<file path="src/rtl/qsn_shift_sequencer.sv">
// Replays a programmable LAYER_NUM x COL_NUM circulant shift table as a stream of
// valid/ready beats, layer by layer and column by column, for a requested iteration count.
module qsn_shift_sequencer #(
  parameter int PERMUTATION_LENGTH = 3,
  parameter int LAYER_NUM          = 3,
  parameter int COL_NUM            = 4,
  parameter int ITER_W             = 4,
  localparam int SHIFT_W = (PERMUTATION_LENGTH > 1) ? $clog2(PERMUTATION_LENGTH) : 1,
  localparam int ENTRIES = LAYER_NUM * COL_NUM,
  localparam int ADDR_W  = (ENTRIES > 1) ? $clog2(ENTRIES) : 1,
  localparam int LAYER_W = (LAYER_NUM > 1) ? $clog2(LAYER_NUM) : 1,
  localparam int COL_W   = (COL_NUM > 1) ? $clog2(COL_NUM) : 1
) (
  input  logic               sys_clk,
  input  logic               rstn,
  input  logic               cfg_we,
  input  logic [ADDR_W-1:0]  cfg_addr,
  input  logic [SHIFT_W-1:0] cfg_shift,
  input  logic               cfg_null,
  input  logic               start,
  input  logic [ITER_W-1:0]  iter_max,
  input  logic               abort,
  input  logic               shift_ready,
  output logic               shift_valid,
  output logic [SHIFT_W-1:0] shift_factor,
  output logic               shift_null,
  output logic [LAYER_W-1:0] layer_id,
  output logic [COL_W-1:0]   col_id,
  output logic [ITER_W-1:0]  iter_id,
  output logic               layer_last,
  output logic               frame_last,
  output logic               busy,
  output logic               done,
  output logic               cfg_err
);

  typedef enum logic {ST_IDLE, ST_RUN} state_t;

  localparam logic [COL_W-1:0]   COL_LAST   = COL_W'(COL_NUM - 1);
  localparam logic [LAYER_W-1:0] LAYER_LAST = LAYER_W'(LAYER_NUM - 1);

  state_t               state_q;
  logic [ITER_W-1:0]    iter_max_q;
  logic                 valid_q, busy_q, done_q, err_q;
  logic [SHIFT_W-1:0]   shift_q;
  logic                 null_q, layer_last_q, frame_last_q;
  logic [LAYER_W-1:0]   layer_q;
  logic [COL_W-1:0]     col_q;
  logic [ITER_W-1:0]    iter_q;

  logic [SHIFT_W-1:0]   tbl_shift_q [ENTRIES];
  logic                 tbl_null_q  [ENTRIES];

  logic                 start_acc, cfg_bad, wr_en, handshake;
  logic [ITER_W-1:0]    iter_lim_d;
  logic [LAYER_W-1:0]   layer_d;
  logic [COL_W-1:0]     col_d;
  logic [ITER_W-1:0]    iter_d;
  logic [ADDR_W-1:0]    rd_addr;
  logic                 layer_last_d, frame_last_d;

  assign start_acc = (state_q == ST_IDLE) && start;
  assign handshake = valid_q && shift_ready;
  assign cfg_bad   = ({1'b0, cfg_shift} >= (SHIFT_W+1)'(PERMUTATION_LENGTH)) ||
                     ({1'b0, cfg_addr}  >= (ADDR_W+1)'(ENTRIES)) ||
                     (state_q == ST_RUN) || start_acc;
  assign wr_en     = cfg_we && !cfg_bad;

  // Next beat position: (0,0,0) when launching from IDLE, otherwise the successor of the current beat.
  always_comb begin
    iter_lim_d = iter_max_q;
    layer_d    = '0;
    col_d      = '0;
    iter_d     = '0;
    if (state_q == ST_IDLE) begin
      iter_lim_d = (iter_max == '0) ? ITER_W'(1) : iter_max;
    end else if (col_q != COL_LAST) begin
      col_d   = col_q + COL_W'(1);
      layer_d = layer_q;
      iter_d  = iter_q;
    end else if (layer_q != LAYER_LAST) begin
      layer_d = layer_q + LAYER_W'(1);
      iter_d  = iter_q;
    end else begin
      iter_d  = iter_q + ITER_W'(1);
    end
    rd_addr      = ADDR_W'(layer_d) * ADDR_W'(COL_NUM) + ADDR_W'(col_d);
    layer_last_d = (col_d == COL_LAST);
    frame_last_d = layer_last_d && (layer_d == LAYER_LAST) && (iter_d == iter_lim_d - ITER_W'(1));
  end

  genvar gi;
  generate
    for (gi = 0; gi < ENTRIES; gi++) begin : g_tbl
      always_ff @(posedge sys_clk or negedge rstn) begin
        if (!rstn) begin
          tbl_shift_q[gi] <= '0;
          tbl_null_q[gi]  <= 1'b0;
        end else if (wr_en && (cfg_addr == ADDR_W'(gi))) begin
          tbl_shift_q[gi] <= cfg_shift;
          tbl_null_q[gi]  <= cfg_null;
        end
      end
    end
  endgenerate

  always_ff @(posedge sys_clk or negedge rstn) begin
    if (!rstn) begin
      state_q      <= ST_IDLE;
      iter_max_q   <= '0;
      valid_q      <= 1'b0;
      busy_q       <= 1'b0;
      done_q       <= 1'b0;
      err_q        <= 1'b0;
      shift_q      <= '0;
      null_q       <= 1'b0;
      layer_q      <= '0;
      col_q        <= '0;
      iter_q       <= '0;
      layer_last_q <= 1'b0;
      frame_last_q <= 1'b0;
    end else begin
      done_q <= 1'b0;
      err_q  <= err_q | (cfg_we & cfg_bad);
      if (start_acc || (state_q == ST_RUN && !abort && handshake && !frame_last_q)) begin
        state_q      <= ST_RUN;
        valid_q      <= 1'b1;
        busy_q       <= 1'b1;
        shift_q      <= tbl_shift_q[rd_addr];
        null_q       <= tbl_null_q[rd_addr];
        layer_q      <= layer_d;
        col_q        <= col_d;
        iter_q       <= iter_d;
        layer_last_q <= layer_last_d;
        frame_last_q <= frame_last_d;
        if (start_acc) iter_max_q <= iter_lim_d;
      end else if (state_q == ST_RUN && (abort || handshake)) begin
        // Abort wins over a simultaneous handshake, so done only follows a clean final beat.
        state_q      <= ST_IDLE;
        valid_q      <= 1'b0;
        busy_q       <= 1'b0;
        done_q       <= !abort;
        shift_q      <= '0;
        null_q       <= 1'b0;
        layer_q      <= '0;
        col_q        <= '0;
        iter_q       <= '0;
        layer_last_q <= 1'b0;
        frame_last_q <= 1'b0;
      end
    end
  end

  assign shift_valid  = valid_q;
  assign shift_factor = shift_q;
  assign shift_null   = null_q;
  assign layer_id     = layer_q;
  assign col_id       = col_q;
  assign iter_id      = iter_q;
  assign layer_last   = layer_last_q;
  assign frame_last   = frame_last_q;
  assign busy         = busy_q;
  assign done         = done_q;
  assign cfg_err      = err_q;

endmodule

</file>
<file path="config.mk">
export PLATFORM = sky130hd
export DESIGN_NAME = qsn_shift_sequencer
export DESIGN_NICKNAME = d
export VERILOG_FILES = /design/src/rtl/qsn_shift_sequencer.sv
export SDC_FILE = /design/constraint.sdc
export NUM_CORES = 1
export LEC_CHECK = 0
export ABC_AREA = 1
export CORE_MARGIN = 4
export CORE_UTILIZATION = 25
export DETAILED_ROUTE_END_ITERATION = 7
export MAX_ROUTING_LAYER = met4
export PLACE_DENSITY = 0.5
export SLEW_MARGIN = 20
export SYNTH_ARGS = -nofsm -noshare
export SYNTH_HDL_FRONTEND = slang
export SYNTH_SLANG_ARGS = --single-unit
</file>
<file path="constraint.sdc">
create_clock -name sys_clk -period 2.1 [get_ports sys_clk]
set_clock_uncertainty 0.1 [all_clocks]
set_input_delay 0.63 -clock sys_clk [delete_from_list [all_inputs] [get_ports sys_clk]]
set_output_delay 0.63 -clock sys_clk [all_outputs]
set_load 0.1 [all_outputs]
</file>
# Word level (Yosys, flattened, before mapping)
# Cells that the tools add are included.
totals:
  out_inout_bits: 17
  mem_bits_ro: 0
  input_bits: 17
  elab_cells: 125
  memories: 0
  ram_bits: 0
  register_bits: 56
  latch_bits: 0
op_classes:
  div_mod_pow: 0
  bitwise: 4
  n_mux: 29
  addsub: 5
  mul: 0
  eq_ne: 16
  order_cmp: 3
  shift: 0
  n_reduce_logical: 33
op_table:
  columns: ["op", "count"]
  rows:
  - ["4-bit two-way mux", 7]
  - ["2-bit two-way mux", 11]
  - ["1-bit logical AND", 21]
  - ["4-bit by 3-bit equality test with 1-bit output, second input constant", 4]
  - ["4-bit equality test, second input constant", 4]
  - ["1-bit two-way mux", 9]
  - ["2-bit binary-select mux with 4-bit select", 1]
  - ["4-bit by 2-bit equality test with 1-bit output, second input constant", 2]
  - ["4-bit zero test", 2]
  - ["5-bit >= comparator, second input constant", 1]
  - ["1-bit logical OR", 5]
  - ["4-bit inverter with 5-bit output", 1]
  - ["2-bit by 1-bit adder with 2-bit output, second input constant", 2]
  - ["4-bit by 1-bit adder with 4-bit output, second input constant", 1]
  - ["4-bit by 2-bit adder with 4-bit output", 1]
  - ["1-bit binary-select mux with 4-bit select", 1]
  - ["2-bit equality test, second input constant", 2]
  - ["4-bit by 1-bit equality test with 1-bit output, second input constant", 1]
  - ["4-bit equality test", 1]
  - ["4-bit >= comparator, second input constant", 1]
  - ["2-bit != test, second input constant", 2]
  - ["4-bit by 1-bit subtractor with 4-bit output, second input constant", 1]
  - ["1-bit zero test", 3]
  - ["2-bit >= comparator, second input constant", 1]
  - ["other kinds (5)", 5]

# Logic depth before layout (Yosys ltp)
logic_depth:
  word_depth: 10
  ltp_mapped: 16
  ltp_nobuf: 15

# Worst setup path before layout
# No wires, ideal clock.
synth_path:
  path_kind: "flip-flop to flip-flop"
  start: "reg state_q"
  end: "reg frame_last_q (netlist: frame_last)"
  setup_ps: 68
  n_path_buf: 1
  path_slack_ps: -314
  period_less_slack_ps: 2414
  stages_incl_launch_ff: 13
  required_time_ps: 1932
  arrival_ps: 2247
  cell_sequence: "dfrtp_1 > buf_6 > inv_6 > or2_2 > nand2_2 > ha_1 > inv_1 > nand4_1 > nand2_1 > nand2_1 > nor2_1 > nand2_1 > nand2_1"
synth_between:
  elab_chain_cells: 5
  word_cells_on_any_way: 21
  classes_between: "add/sub: 1; eq/ne: 3; mux: 5; bitwise: 1; reduce/logical: 11"
synth_lines:
  columns: ["item", "line_no", "text"]
  rows:
  - ["start: declaration", "42", "state_t state_q;"]
  - ["start signal: assignment", "109", "state_q <= ST_IDLE;"]
  - ["start signal: assignment", "126", "state_q <= ST_RUN;"]
  - ["start signal: assignment", "139", "state_q <= ST_IDLE;"]
  - ["4-bit two-way mux, or another cell as far along", "75", "if (state_q == ST_IDLE) begin"]
  - ["4-bit by 1-bit subtractor with 4-bit output, or another cell as far along", "89", "frame_last_d = layer_last_d && (layer_d == LAYER_LAST) && (iter_d == iter_lim_d - ITER_W'(1));"]
  - ["4-bit equality test, or another cell as far along", "89", null]
  - ["1-bit logical AND / 1-bit logical OR (equally long branches)", "89, 125", null]
  - ["1-bit two-way mux / 2-bit nonzero test (equally long branches)", null, null]
  - ["end signal: assignment", "135", "frame_last_q <= frame_last_d;"]
  - ["end: declaration", "46", "logic null_q, layer_last_q, frame_last_q;"]
# Several ways; a longest one is shown, not always the timed one.
# A chain may end at the register's enable or synchronous reset.

==> results <==
- The area of the die is 13,800 um^2.
- The buffers inserted during post-CTS setup optimization is 0.
- For the pin with the worst max-slew slack, the measured transition is approximately 420 ps.
- The initial core utilization is 0.260.
- The final critical-path share of the clock period is 0.930.
- The number of fill cells in the layout is between 1,000 and 1,500.
- Entering global routing, the biggest net connects between 40 and 50 pins.
- The critical path is of the register to output pin type.
- Subtracting the final worst setup slack from the clock period gives a little under 2000 ps.
- The total area inside the core boundary comes to between 10,000 and 15,000 um^2.
- The signal arrival time at the worst endpoint is about 1200 ps.
- The total count of hold-check failures in the final report is 0.
- The final standard cell area without fillers is 4110 um^2.
- The path type of the worst min-delay path is primary input to asynchronous set/reset pin.
- The placement-stage cell area is between 3000 and 4000 um^2.
- The worst-path maximum fanout is 10.
- In the final layout, the multi-input gates occupy 1380 um^2.
- The clock tree from TritonCTS is built.
- The top cell types in the final layout, fill and taps aside, are sky130_fd_sc_hd__nand2_1, sky130_fd_sc_hd__dfrtp_1, sky130_fd_sc_hd__nand3_1, sky130_fd_sc_hd__inv_1, sky130_fd_sc_hd__buf_4.
- The total wire length after detailed routing is slightly below 8000 um.
- Dividing total power by cell area gives a power density of roughly 1100 nW/um^2.
- The via count of the first global-routing pass is 2,729.
- Across all layers, the routed design uses 2,721 vias.
- The highest attainable clock frequency is 512 MHz.
- The critical path goes through buf_4 -> buf_12.
- Synthesis produced a netlist with a net count of 416.
- For this run, the detailed router's first-pass iteration total came to 4.
- The number of failing setup endpoints in the final timing report is 0.
- The final antenna diode count is 0.
- In the synthesized netlist, the number of instances is 396.
- The tree is rooted in a sky130_fd_sc_hd__clkbuf_16.
- The clock buffer count from CTS is 5.
- The worst vdd rail ir drop is ~0.00039 V.
- Setup repair after global routing left no endpoint under its margin.
- In the final routed layout, each cell accounts on average for about 13 um.
- In this run the number of H-tree levels came out at 2.
- Dividing the detail-routed via count by the number of cells gives 4.45.
- The detail route stage leaves a number of antenna-violating nets equal to 0.
- The count of unique library cells instantiated by Yosys is 29.
- The first-iteration detailed-routing DRC count is between 150 and 200.
- STA classifies the critical path startpoint as a register.
- The worst setup path is captured at an output pin.
- Counting along the longest clock path gives a buffer depth of 2.
- The leakage power is approximately 0.002 uW.
- Hold repair after CTS inserted 0 buffers.
- The number of sinks handled by clock tree synthesis is 56.
- In this run the tightest slew margin relative to its limit is 0.721.
- The mean instance size in the synthesized netlist is 7.58 um^2.
- After synthesis the cells add up to roughly 3000 um^2.
- Yosys printed 0 warnings.
- The largest single stage delay on the critical path is 570 ps.
- After clock tree synthesis, the clock-pin slew on the worst setup and hold paths is about 70 ps.
- During placement, the flow inserted port buffers numbering 33.
- The layout net count is approximately 490.
- For the worst setup path, the data required time is about 1400 ps.
- The cell at the slowest stage of the critical path is sky130_fd_sc_hd__dfrtp_4.
- The register area is 1410 um^2.
- The post-CTS resize count is 0.
- The area added between synthesis and finish is 37.0%.
- The global-route total usage across every layer is 0.122.
- The detailed placer's ending HPWL is between 6000 and 7000 um.
- The number of antenna violations at the first check in global routing is 0.
- In this run the core area contains 39 standard-cell rows.
- The die extent in x is about 120 um.
- The run finished with clean final reports.
- Once layout is complete, the utilization of the core stands at 0.356.
- In the routed design, unresolved DRC markers number 0.
- The weighted congestion reported at the end of routability-driven placement is roughly 0.8.
- After synthesis the netlist holds a flip-flop and latch count of 56.
- The height of the chip is roughly 120 um.
- The max-slew violation count is 0.
- The most common library cell in the layout ignoring fill and taps is sky130_fd_sc_hd__nand2_1.
- The remaining global-route overflow is 0.
- The number of top-level pins is 34.
- The first-pass GRT wire length is around 14,000 um.
- Across the run, the number of max-cap violations was 0.
- The latest clock arrival within the worst-skew pair is about 300 ps.
- In the final timing run, aggregate negative setup slack is 0 ps.
- The fraction of layout cells with a size suffix above 1 is 0.201.
- The sequential element share of the synthesized area is 0.467.
-- worst max-delay path, delay by kind of cell, from the launching register on --
kind | cells | cell delay, ps
buffers and inverters | 2 | 370
DFF | 1 | 570
-- cell usage after synthesis, drive strengths merged --
library cell    n  share of area
nand2         146           0.19
dfrtp          56           0.47
nand3          48          0.089
inv            44          0.057
o21ai          37          0.062
nor2           25          0.034
o22ai          10          0.021
buf             7          0.017
a21oi           6          0.010
nand4           5          0.022
clkbuf          3         0.0037
ha              3          0.013
nor3            2         0.0050
or2             2         0.0042
mux2            1         0.0037
o21bai          1         0.0025
-- metal layers --
metal | global-route usage | routed length [um]
met3 | 0.0255 | 296
met2 | 0.200 | 3700
met4 | 0.0271 | 85
met5 | - | 0
met1 | 0.156 | 3780
-- per-stage QoR --
step           power (uW)  hold WS (ps)  setup WS, ps  std cells
6_report             4660           165           147        611
3_5_place_dp         3840           356          -293        603
4_1_cts              4720           173          25.0        611
2_1_floorplan        3020           234          3.40        396
5_1_grt              5040           191          4.33        611
3_3_place_gp         3800           348          -286        603
-- cells by family after synthesis --
family                     count (synthesis)  synth area share
and+or+nand+nor                          228             0.345
DFF                                       56             0.467
AOI/OAI and AO/OA                         54            0.0950
buffers and inverters                     54            0.0771
adders and majority gates                  3            0.0125
muxes                                      1           0.00375
-- worst paths after layout --
check | startpoint | end | slack [ps] | depth (start not counted)
setup / recovery | state_q | shift_valid | 150 | 2
hold / removal | rstn | shift_factor[0] | 160 | 1
hold reg to reg | iter_max_q[0] | iter_max_q[0] | 370 | 2
min in group sys_clk | iter_max_q[0] | iter_max_q[0] | 370 | 2
setup reg to reg | state_q | shift_factor[0] | 200 | 9
max in group asynchronous | rstn | state_q | 1150 | 2
-- where the power goes --
group / internal, uW / switching (uW) / total [uW]
clock network: 452 / 404 / 856
logic: 862 / 1370 / 2230
registers: 1360 / 214 / 1580
-- registers in the layout (all words and copies together), names as in the netlist --
register      cells
state_q           1
iter_id           4
frame_last        1
layer_id          2
layer_last        1
shift_factor      2
tbl_null_q       12
shift_null        1
iter_max_q        4
cfg_err           1
col_id            2
done              1
tbl_shift_q      24
-- cell type report --
type	instances	area share
Inverter	44	0.0414
Timing Repair Buffer	74	0.200
Multi-Input combinational cell	286	0.336
Clock buffer	5	0.0304
Sequential cell	56	0.343
Tap cell	143	0.0435
Clock inverter	3	0.00608
No activity file was read; power rests on OpenSTA's default activity.
